### config.mk
export PLATFORM = sky130hd
export DESIGN_NAME = sram_xy_arbiter
export DESIGN_NICKNAME = d
export VERILOG_FILES = /design/src/rtl/sram_arb_pkg.sv /design/src/rtl/sram_arb_tag_fifo.sv /design/src/rtl/sram_xy_arbiter.sv
export SDC_FILE = /design/constraint.sdc
export NUM_CORES = 1
export LEC_CHECK = 0
export CAP_MARGIN = 40
export CORE_MARGIN = 3
export CORE_UTILIZATION = 35
export DETAILED_ROUTE_END_ITERATION = 8
export PLACE_DENSITY = 0.7
export SLEW_MARGIN = 10
export SYNTH_ARGS = -nofsm -noshare
export SYNTH_HDL_FRONTEND = slang
export SYNTH_SLANG_ARGS = --single-unit
export TNS_END_PERCENT = 5
### constraint.sdc
create_clock -name clk -period 5.28 [get_ports clk]
set_input_delay 1.056 -clock clk [delete_from_list [all_inputs] [get_ports clk]]
set_output_delay 1.056 -clock clk [all_outputs]
set_load 0.005 [all_outputs]
### src/rtl/sram_arb_pkg.sv
// Shared types and constants for the framebuffer SRAM arbiter.
package sram_arb_pkg;

  // Source tag carried with every outstanding read
  typedef enum logic {
    TAG_DISP = 1'b0,
    TAG_FADE = 1'b1
  } tag_e;

  // Requester indices into the grant vector
  localparam int REQ_DISP = 0;
  localparam int REQ_FADE = 1;
  localparam int REQ_WR   = 2;
  localparam int NUM_REQ  = 3;

endpackage

### src/rtl/sram_arb_tag_fifo.sv
// Read-tag FIFO: remembers which requester owns each in-flight read.
// The read port is first-word fall-through so the tag is available in the
// same cycle as the returning data.
module sram_arb_tag_fifo
  import sram_arb_pkg::*;
#(
  parameter int DEPTH = 4,
  parameter int CNT_W = $clog2(DEPTH) + 1
) (
  input  logic             clk,
  input  logic             reset,
  input  logic             i_push,
  input  tag_e             i_push_tag,
  input  logic             i_pop,
  output tag_e             o_pop_tag,
  output logic [CNT_W-1:0] o_count,
  output logic             o_full,
  output logic             o_empty
);

  localparam int PTR_W = (DEPTH > 1) ? $clog2(DEPTH) : 1;

  tag_e             r_mem [DEPTH];
  logic [PTR_W-1:0] r_wr_ptr;
  logic [PTR_W-1:0] r_rd_ptr;
  logic [CNT_W-1:0] r_count;
  logic             w_do_push;
  logic             w_do_pop;

  assign o_full    = (r_count == CNT_W'(DEPTH));
  assign o_empty   = (r_count == '0);
  assign o_count   = r_count;
  assign o_pop_tag = r_mem[r_rd_ptr];
  assign w_do_push = i_push && !o_full;
  assign w_do_pop  = i_pop && !o_empty;

  // Tag storage; contents need no reset because the count gates every use
  always_ff @(posedge clk) begin
    if (w_do_push) r_mem[r_wr_ptr] <= i_push_tag;
  end

  // Pointers and occupancy; simultaneous push and pop leave the count alone
  always_ff @(posedge clk) begin
    if (reset) begin
      r_wr_ptr <= '0;
      r_rd_ptr <= '0;
      r_count  <= '0;
    end else begin
      if (w_do_push) r_wr_ptr <= (r_wr_ptr == PTR_W'(DEPTH - 1)) ? '0 : r_wr_ptr + PTR_W'(1);
      if (w_do_pop)  r_rd_ptr <= (r_rd_ptr == PTR_W'(DEPTH - 1)) ? '0 : r_rd_ptr + PTR_W'(1);
      if (w_do_push && !w_do_pop)      r_count <= r_count + CNT_W'(1);
      else if (w_do_pop && !w_do_push) r_count <= r_count - CNT_W'(1);
    end
  end

endmodule

### src/rtl/sram_xy_arbiter.sv
// Three-way arbiter for the framebuffer SRAM port: display reads have
// priority, fade traffic next, ADC pixel writes last but with a starvation
// bound. Reads are tagged so returning data goes back to its owner in order.
module sram_xy_arbiter
  import sram_arb_pkg::*;
#(
  parameter int AXI_ADDR_WIDTH  = 20,
  parameter int AXI_DATA_WIDTH  = 16,
  parameter int MAX_OUTSTANDING = 4,
  parameter int STARVE_LIMIT    = 8
) (
  input  logic                      clk,
  input  logic                      reset,
  input  logic                      disp_req_valid,
  output logic                      disp_req_ready,
  input  logic [AXI_ADDR_WIDTH-1:0] disp_req_addr,
  output logic                      disp_resp_valid,
  output logic [AXI_DATA_WIDTH-1:0] disp_resp_data,
  input  logic                      fade_req_valid,
  output logic                      fade_req_ready,
  input  logic                      fade_req_we,
  input  logic [AXI_ADDR_WIDTH-1:0] fade_req_addr,
  input  logic [AXI_DATA_WIDTH-1:0] fade_req_wdata,
  output logic                      fade_resp_valid,
  output logic [AXI_DATA_WIDTH-1:0] fade_resp_data,
  input  logic                      wr_req_valid,
  output logic                      wr_req_ready,
  input  logic [AXI_ADDR_WIDTH-1:0] wr_req_addr,
  input  logic [AXI_DATA_WIDTH-1:0] wr_req_wdata,
  output logic                      mem_req_valid,
  input  logic                      mem_req_ready,
  output logic                      mem_req_we,
  output logic [AXI_ADDR_WIDTH-1:0] mem_req_addr,
  output logic [AXI_DATA_WIDTH-1:0] mem_req_wdata,
  input  logic                      mem_resp_valid,
  input  logic [AXI_DATA_WIDTH-1:0] mem_resp_data,
  output logic                      resp_err
);

  localparam int CNT_W = $clog2(MAX_OUTSTANDING) + 1;
  localparam int STV_W = $clog2(STARVE_LIMIT + 1);

  logic                      r_rst_q;
  logic                      r_mem_valid;
  logic                      r_mem_we;
  logic [AXI_ADDR_WIDTH-1:0] r_mem_addr;
  logic [AXI_DATA_WIDTH-1:0] r_mem_wdata;
  logic [STV_W-1:0]          r_starve;
  logic                      r_disp_rvalid;
  logic [AXI_DATA_WIDTH-1:0] r_disp_rdata;
  logic                      r_fade_rvalid;
  logic [AXI_DATA_WIDTH-1:0] r_fade_rdata;
  logic                      r_err;

  logic [NUM_REQ-1:0]        w_grant;
  logic                      w_slot_free;
  logic                      w_read_ok;
  logic                      w_force_wr;
  logic                      w_push;
  tag_e                      w_push_tag;
  logic                      w_pop;
  tag_e                      w_pop_tag;
  logic [CNT_W-1:0]          w_count;
  logic                      w_full;
  logic                      w_empty;

  // Count is the pre-pop value, so a slot freed this cycle is usable next cycle
  assign w_slot_free = !r_mem_valid || mem_req_ready;
  assign w_read_ok   = (w_count < CNT_W'(MAX_OUTSTANDING));
  assign w_force_wr  = wr_req_valid && (r_starve == STV_W'(STARVE_LIMIT));

  // Winner selection; nothing is granted during reset or the cycle after it
  always_comb begin
    w_grant = '0;
    if (!reset && !r_rst_q && w_slot_free) begin
      if (w_force_wr)                                  w_grant[REQ_WR]   = 1'b1;
      else if (disp_req_valid && w_read_ok)            w_grant[REQ_DISP] = 1'b1;
      else if (fade_req_valid && (fade_req_we || w_read_ok)) w_grant[REQ_FADE] = 1'b1;
      else if (wr_req_valid)                           w_grant[REQ_WR]   = 1'b1;
    end
  end

  assign disp_req_ready = w_grant[REQ_DISP];
  assign fade_req_ready = w_grant[REQ_FADE];
  assign wr_req_ready   = w_grant[REQ_WR];

  assign w_push     = (w_grant[REQ_DISP] || (w_grant[REQ_FADE] && !fade_req_we)) && !w_full;
  assign w_push_tag = w_grant[REQ_FADE] ? TAG_FADE : TAG_DISP;
  assign w_pop      = mem_resp_valid && !w_empty;

  sram_arb_tag_fifo #(
    .DEPTH (MAX_OUTSTANDING),
    .CNT_W (CNT_W)
  ) u_tag_fifo (
    .clk        (clk),
    .reset      (reset),
    .i_push     (w_push),
    .i_push_tag (w_push_tag),
    .i_pop      (w_pop),
    .o_pop_tag  (w_pop_tag),
    .o_count    (w_count),
    .o_full     (w_full),
    .o_empty    (w_empty)
  );

  // Delayed reset flag that keeps the readies low for one cycle after release
  always_ff @(posedge clk) begin
    r_rst_q <= reset;
  end

  // Single output slot toward the SRAM controller; holds while stalled
  always_ff @(posedge clk) begin
    if (reset) begin
      r_mem_valid <= 1'b0;
      r_mem_we    <= 1'b0;
      r_mem_addr  <= '0;
      r_mem_wdata <= '0;
    end else if (w_slot_free) begin
      r_mem_valid <= |w_grant;
      if (w_grant[REQ_DISP]) begin
        r_mem_we    <= 1'b0;
        r_mem_addr  <= disp_req_addr;
        r_mem_wdata <= '0;
      end else if (w_grant[REQ_FADE]) begin
        r_mem_we    <= fade_req_we;
        r_mem_addr  <= fade_req_addr;
        r_mem_wdata <= fade_req_wdata;
      end else if (w_grant[REQ_WR]) begin
        r_mem_we    <= 1'b1;
        r_mem_addr  <= wr_req_addr;
        r_mem_wdata <= wr_req_wdata;
      end
    end
  end

  // Starvation counter for the pixel writer, saturating at the limit
  always_ff @(posedge clk) begin
    if (reset || !wr_req_valid || wr_req_ready) begin
      r_starve <= '0;
    end else if (r_starve != STV_W'(STARVE_LIMIT)) begin
      r_starve <= r_starve + STV_W'(1);
    end
  end

  // Route returning read data by tag; an untagged response is flagged and dropped
  always_ff @(posedge clk) begin
    if (reset) begin
      r_disp_rvalid <= 1'b0;
      r_disp_rdata  <= '0;
      r_fade_rvalid <= 1'b0;
      r_fade_rdata  <= '0;
      r_err         <= 1'b0;
    end else begin
      r_disp_rvalid <= w_pop && (w_pop_tag == TAG_DISP);
      r_fade_rvalid <= w_pop && (w_pop_tag == TAG_FADE);
      if (w_pop && (w_pop_tag == TAG_DISP)) r_disp_rdata <= mem_resp_data;
      if (w_pop && (w_pop_tag == TAG_FADE)) r_fade_rdata <= mem_resp_data;
      if (mem_resp_valid && w_empty) r_err <= 1'b1;
    end
  end

  assign mem_req_valid   = r_mem_valid;
  assign mem_req_we      = r_mem_we;
  assign mem_req_addr    = r_mem_addr;
  assign mem_req_wdata   = r_mem_wdata;
  assign disp_resp_valid = r_disp_rvalid;
  assign disp_resp_data  = r_disp_rdata;
  assign fade_resp_valid = r_fade_rvalid;
  assign fade_resp_data  = r_fade_rdata;
  assign resp_err        = r_err;

endmodule

==> metrics.md <==
| Metric | Value |
|---|---|
| DRC | 0 |
| Hold Vio Cnt, Final | 0 |
| Static Leak | 2.41 nW |
| Number of synthesized register bits | 91 |
| Ys Warns | 0 |
| EDFF count, synth | 4 |
| Ranking of synthesized cells by area | dfxtp_1 (42%), o21ai_0 (9.0%), mux2i_1 (8.5%), a31oi_1 (5.5%), nor2_1 (4.2%) |
| Worst Setup Path Type | in2out |
| Sw Pwr | 0.685 mW |
| Clk sinks | 91 |
| Worst VDD drop | 0.245 mV |
| Final core occ | 57.5% |
| CTS tree | done |
| Initial Utilization | 36.8% |
| CTS clk-pin slew, worst paths | 0.07 ns |
| Slew margin rel. | 45.2% |
| # hold bufs at CTS | 0 |
| Min cycle time layout | 4.12 ns |
| Die Ht | approximately 110 microns |
| Peak Freq | 243 MHz |
| GPL Wtd Cong | 0.794 |
| Syn Nets | 591 |
| Slew @ Worst Pin | about 0.8 ns |
| Post-CTS setup buffer count | 0 |
| Most used DFF post-synth | dfxtp_1 |
| Setup TNS | 0 ns |
| Total CTS buffers | 9 |
| Post_cts resized | 0 |
| Post-synth ARST share | 0% |
| Multi-input gate area | ~0.0020 sq mm |
| Global-route wire length before repair | 20500 microns |
| Nets | 762 |
| Max-slew violation count | 0 |
| Area of the die | 0.0131 sq mm |
| Largest net degree at the start of global routing | 73 |
| Wire length per cell | 16.3 microns |
| Htree depth | 3 |
| Routed wire length | 12800 microns |
| Cells after Synth | 466 |
| Number of port buffers | 191 |
| Initial antenna violation count | 0 |
| Total track usage | 19.4% |
| Maxcap violations | 0 |
| Setup crit start kind | input pin |
| # rows | 38 |
| Reg2reg start | r_starve[0] |
| Vias | roughly 4100 |
| Internal | 1.48 mW |
| Die Wd | 114 microns |
| Vias per cell | around 5.2 |
| First-iteration detailed-routing DRC count | about 220 |
| Clock Path Buffers | 2 |
| Sequential share of the synthesized area | 45.3% |
| Synth cell types | 39 |
| Clk_skew | 0.00820 ns |
| WHS Endpoint | resp_err |
| Setup slack, reg-to-reg | 2.18 ns |
| Clk pwr share | just under 30% |
| Post-Syn Area | 0.00411 sq mm |
| Worst-Skew Late Latency | 0.34 ns |
| Post-route ant nets | 0 |
| Synthesized area per cell | 8.81 sq um |
| Hold Path Class | reg2reg |
| Layout cells sized above 1 | 5.30% |
| Crit path max fanout | 17 |
| Crit path DAT | roughly 3 ns |
| Fillers | just over 1000 |
| Pwr dens | 337 mW/mm^2 |
| Crit end category | primary output |
| Combinational fraction of design power | 32.0% |
| Grt total ovfl | 0 |
| Top Ports | around 190 |
| WP data required | 4.22 ns |
| Top cell type by total area after synthesis | dfxtp_1 |
| Switching Fraction | 31.6% |
| Area growth syn-to-layout | 56.4% |
| Cell chosen for the clock root | clkbuf_16 |
| Number of global-route vias before repair | 4234 |
| DR pass1 iterations | 4 |
| Worst Hold Depth | 2 |
| Critical R2R Capture | u_tag_fifo.o_count[2] |
| Synth top area share | between 40% and 50% |
| Register area | 0.00186 sq mm |
| Sequential share of power | 39.1% |
| RSZ-0062 raised after global routing | no |
| # setup viols final | 0 |
| Critical hold path startpoint | resp_err |
| Core Area | 0.0112 sq mm |
| FF-to-FF path depth | 12 |
| Hpwl dp | 9450 microns |
| Tcrit/Tclk final | roughly 80% |
| Status | finished, final reports clean |
[layout make-up]
type                    count  area share, %
inverters                   8          0.467
well taps                 140           2.73
repair buffers            204           31.6
flip-flops and latches     91           29.0
multi-input cells         323           31.7
diodes                      1         0.0390
clock inverters             7          0.974
clock buffers               9           3.51
[cells by family (layout without fill, tap and decap cells)]
kind of cell | after synthesis | count (layout) | synth area share [%]
flops | 91 | 91 | 45.3
other cells | 0 | 1 | 0
xor+xnor | 5 | 5 | 1.07
mux | 36 | 36 | 9.08
compound gates | 144 | 144 | 21.0
fa+ha+maj | 9 | 9 | 2.92
simple gates | 129 | 129 | 15.1
buf+inv | 52 | 228 | 5.57
[synthesized netlist by cell type, types with 2 or more instances]
master / n
nand3_1: 17
buf_2: 12
o21bai_1: 2
nand2b_1: 3
mux2i_1: 35
clkbuf_1: 29
o21ai_0: 74
nor2_1: 46
and2_1: 6
a21o_1: 20
ha_1: 8
nor3_1: 6
nand4_1: 20
edfxtp_1: 4
dfxtp_1: 87
a31oi_1: 36
nor2b_1: 3
inv_1: 8
xor2_1: 3
a21oi_1: 5
xnor2_1: 2
o21a_1: 2
nand2_1: 21
buf_6: 2
[worst max-delay path, stage by stage]
cell and delay, ns:
clkdlybuf4s50_1 0.74, and3_1 0.23, buf_4 0.23, and2_1 0.24, clkdlybuf4s50_1 0.56
[power by group through the flow]
stage	registers, mW	clock network (mW)	logic, mW
after floorplan	0.850	0	0.374
after global placement	0.855	0	0.668
after detailed placement	0.861	0	0.698
after CTS	0.847	0.648	0.700
after global routing	0.859	0.673	0.759
final	0.846	0.627	0.693
[metal layers]
layer  part of all wire, %  wire length, microns  up-vias  global-route usage (%)
met5                     0                     0        -                       0
met4                   2.6                   335        0                    8.00
met3                    11                  1420       26                    8.19
met2                    48                  6090      175                    32.4
met1                    39                  4950     1896                    21.9
li1                      -                     -     2013                       -
[flip-flops by register name (all words and copies together) (netlist names), 2 cells and up, named ones only]
| name | flops |
|---|---|
| u_tag_fifo.r_wr_ptr | 2 |
| u_tag_fifo.r_mem | 4 |
| disp_resp_data | 16 |
| mem_req_wdata | 16 |
| u_tag_fifo.r_rd_ptr | 2 |
| mem_req_addr | 20 |
| u_tag_fifo.o_count | 3 |
| fade_resp_data | 16 |
| r_starve | 4 |
[per-stage QoR]
| step | setup slack (ns) | std cells | power, mW | hold WS [ns] | instance area [sq um] |
|---|---|---|---|---|---|
| global placement | 1.22 | 763 | 1.52 | 0.461 | 6090 |
| finish | 1.16 | 783 | 2.17 | 0.482 | 6420 |
| CTS | 1.16 | 782 | 2.20 | 0.486 | 6420 |
| detailed placement | 1.15 | 766 | 1.56 | 0.470 | 6130 |
| global route | 1.03 | 782 | 2.29 | 0.502 | 6420 |
| floorplan | 1.94 | 466 | 1.22 | 0.460 | 4110 |
[worst max-delay path by stage]
stage,slack (ns),depth (start not counted),startpoint,to
global placement,1.22,6,reset,fade_req_ready
global route,1.03,5,fade_req_valid,fade_req_ready
finish,1.16,5,fade_req_valid,fade_req_ready
floorplan,1.94,11,reset,u_tag_fifo.o_count[2]
detailed placement,1.15,6,reset,fade_req_ready
CTS,1.16,6,reset,fade_req_ready
[layout by cell type, fill, tap and decap left out, types with 2 or more instances in the layout]
cell             count
nor2b_1              3
ha_1                 8
mux2i_1             35
edfxtp_1             4
inv_8                2
o21ai_0             74
a21oi_1              5
dfxtp_1             87
nor3_1               6
xor2_1               3
o21a_1               2
nand2b_1             3
nand4_1             20
a31oi_1             36
and2_1               6
nand2_1             21
clkdlybuf4s50_1    191
nand3_1             17
inv_6                3
a21o_1              20
buf_8                3
inv_1                8
buf_4               10
nor2_1              46
o21bai_1             2
xnor2_1              2
clkbuf_16            9
Power figures use the tool's default switching activity.
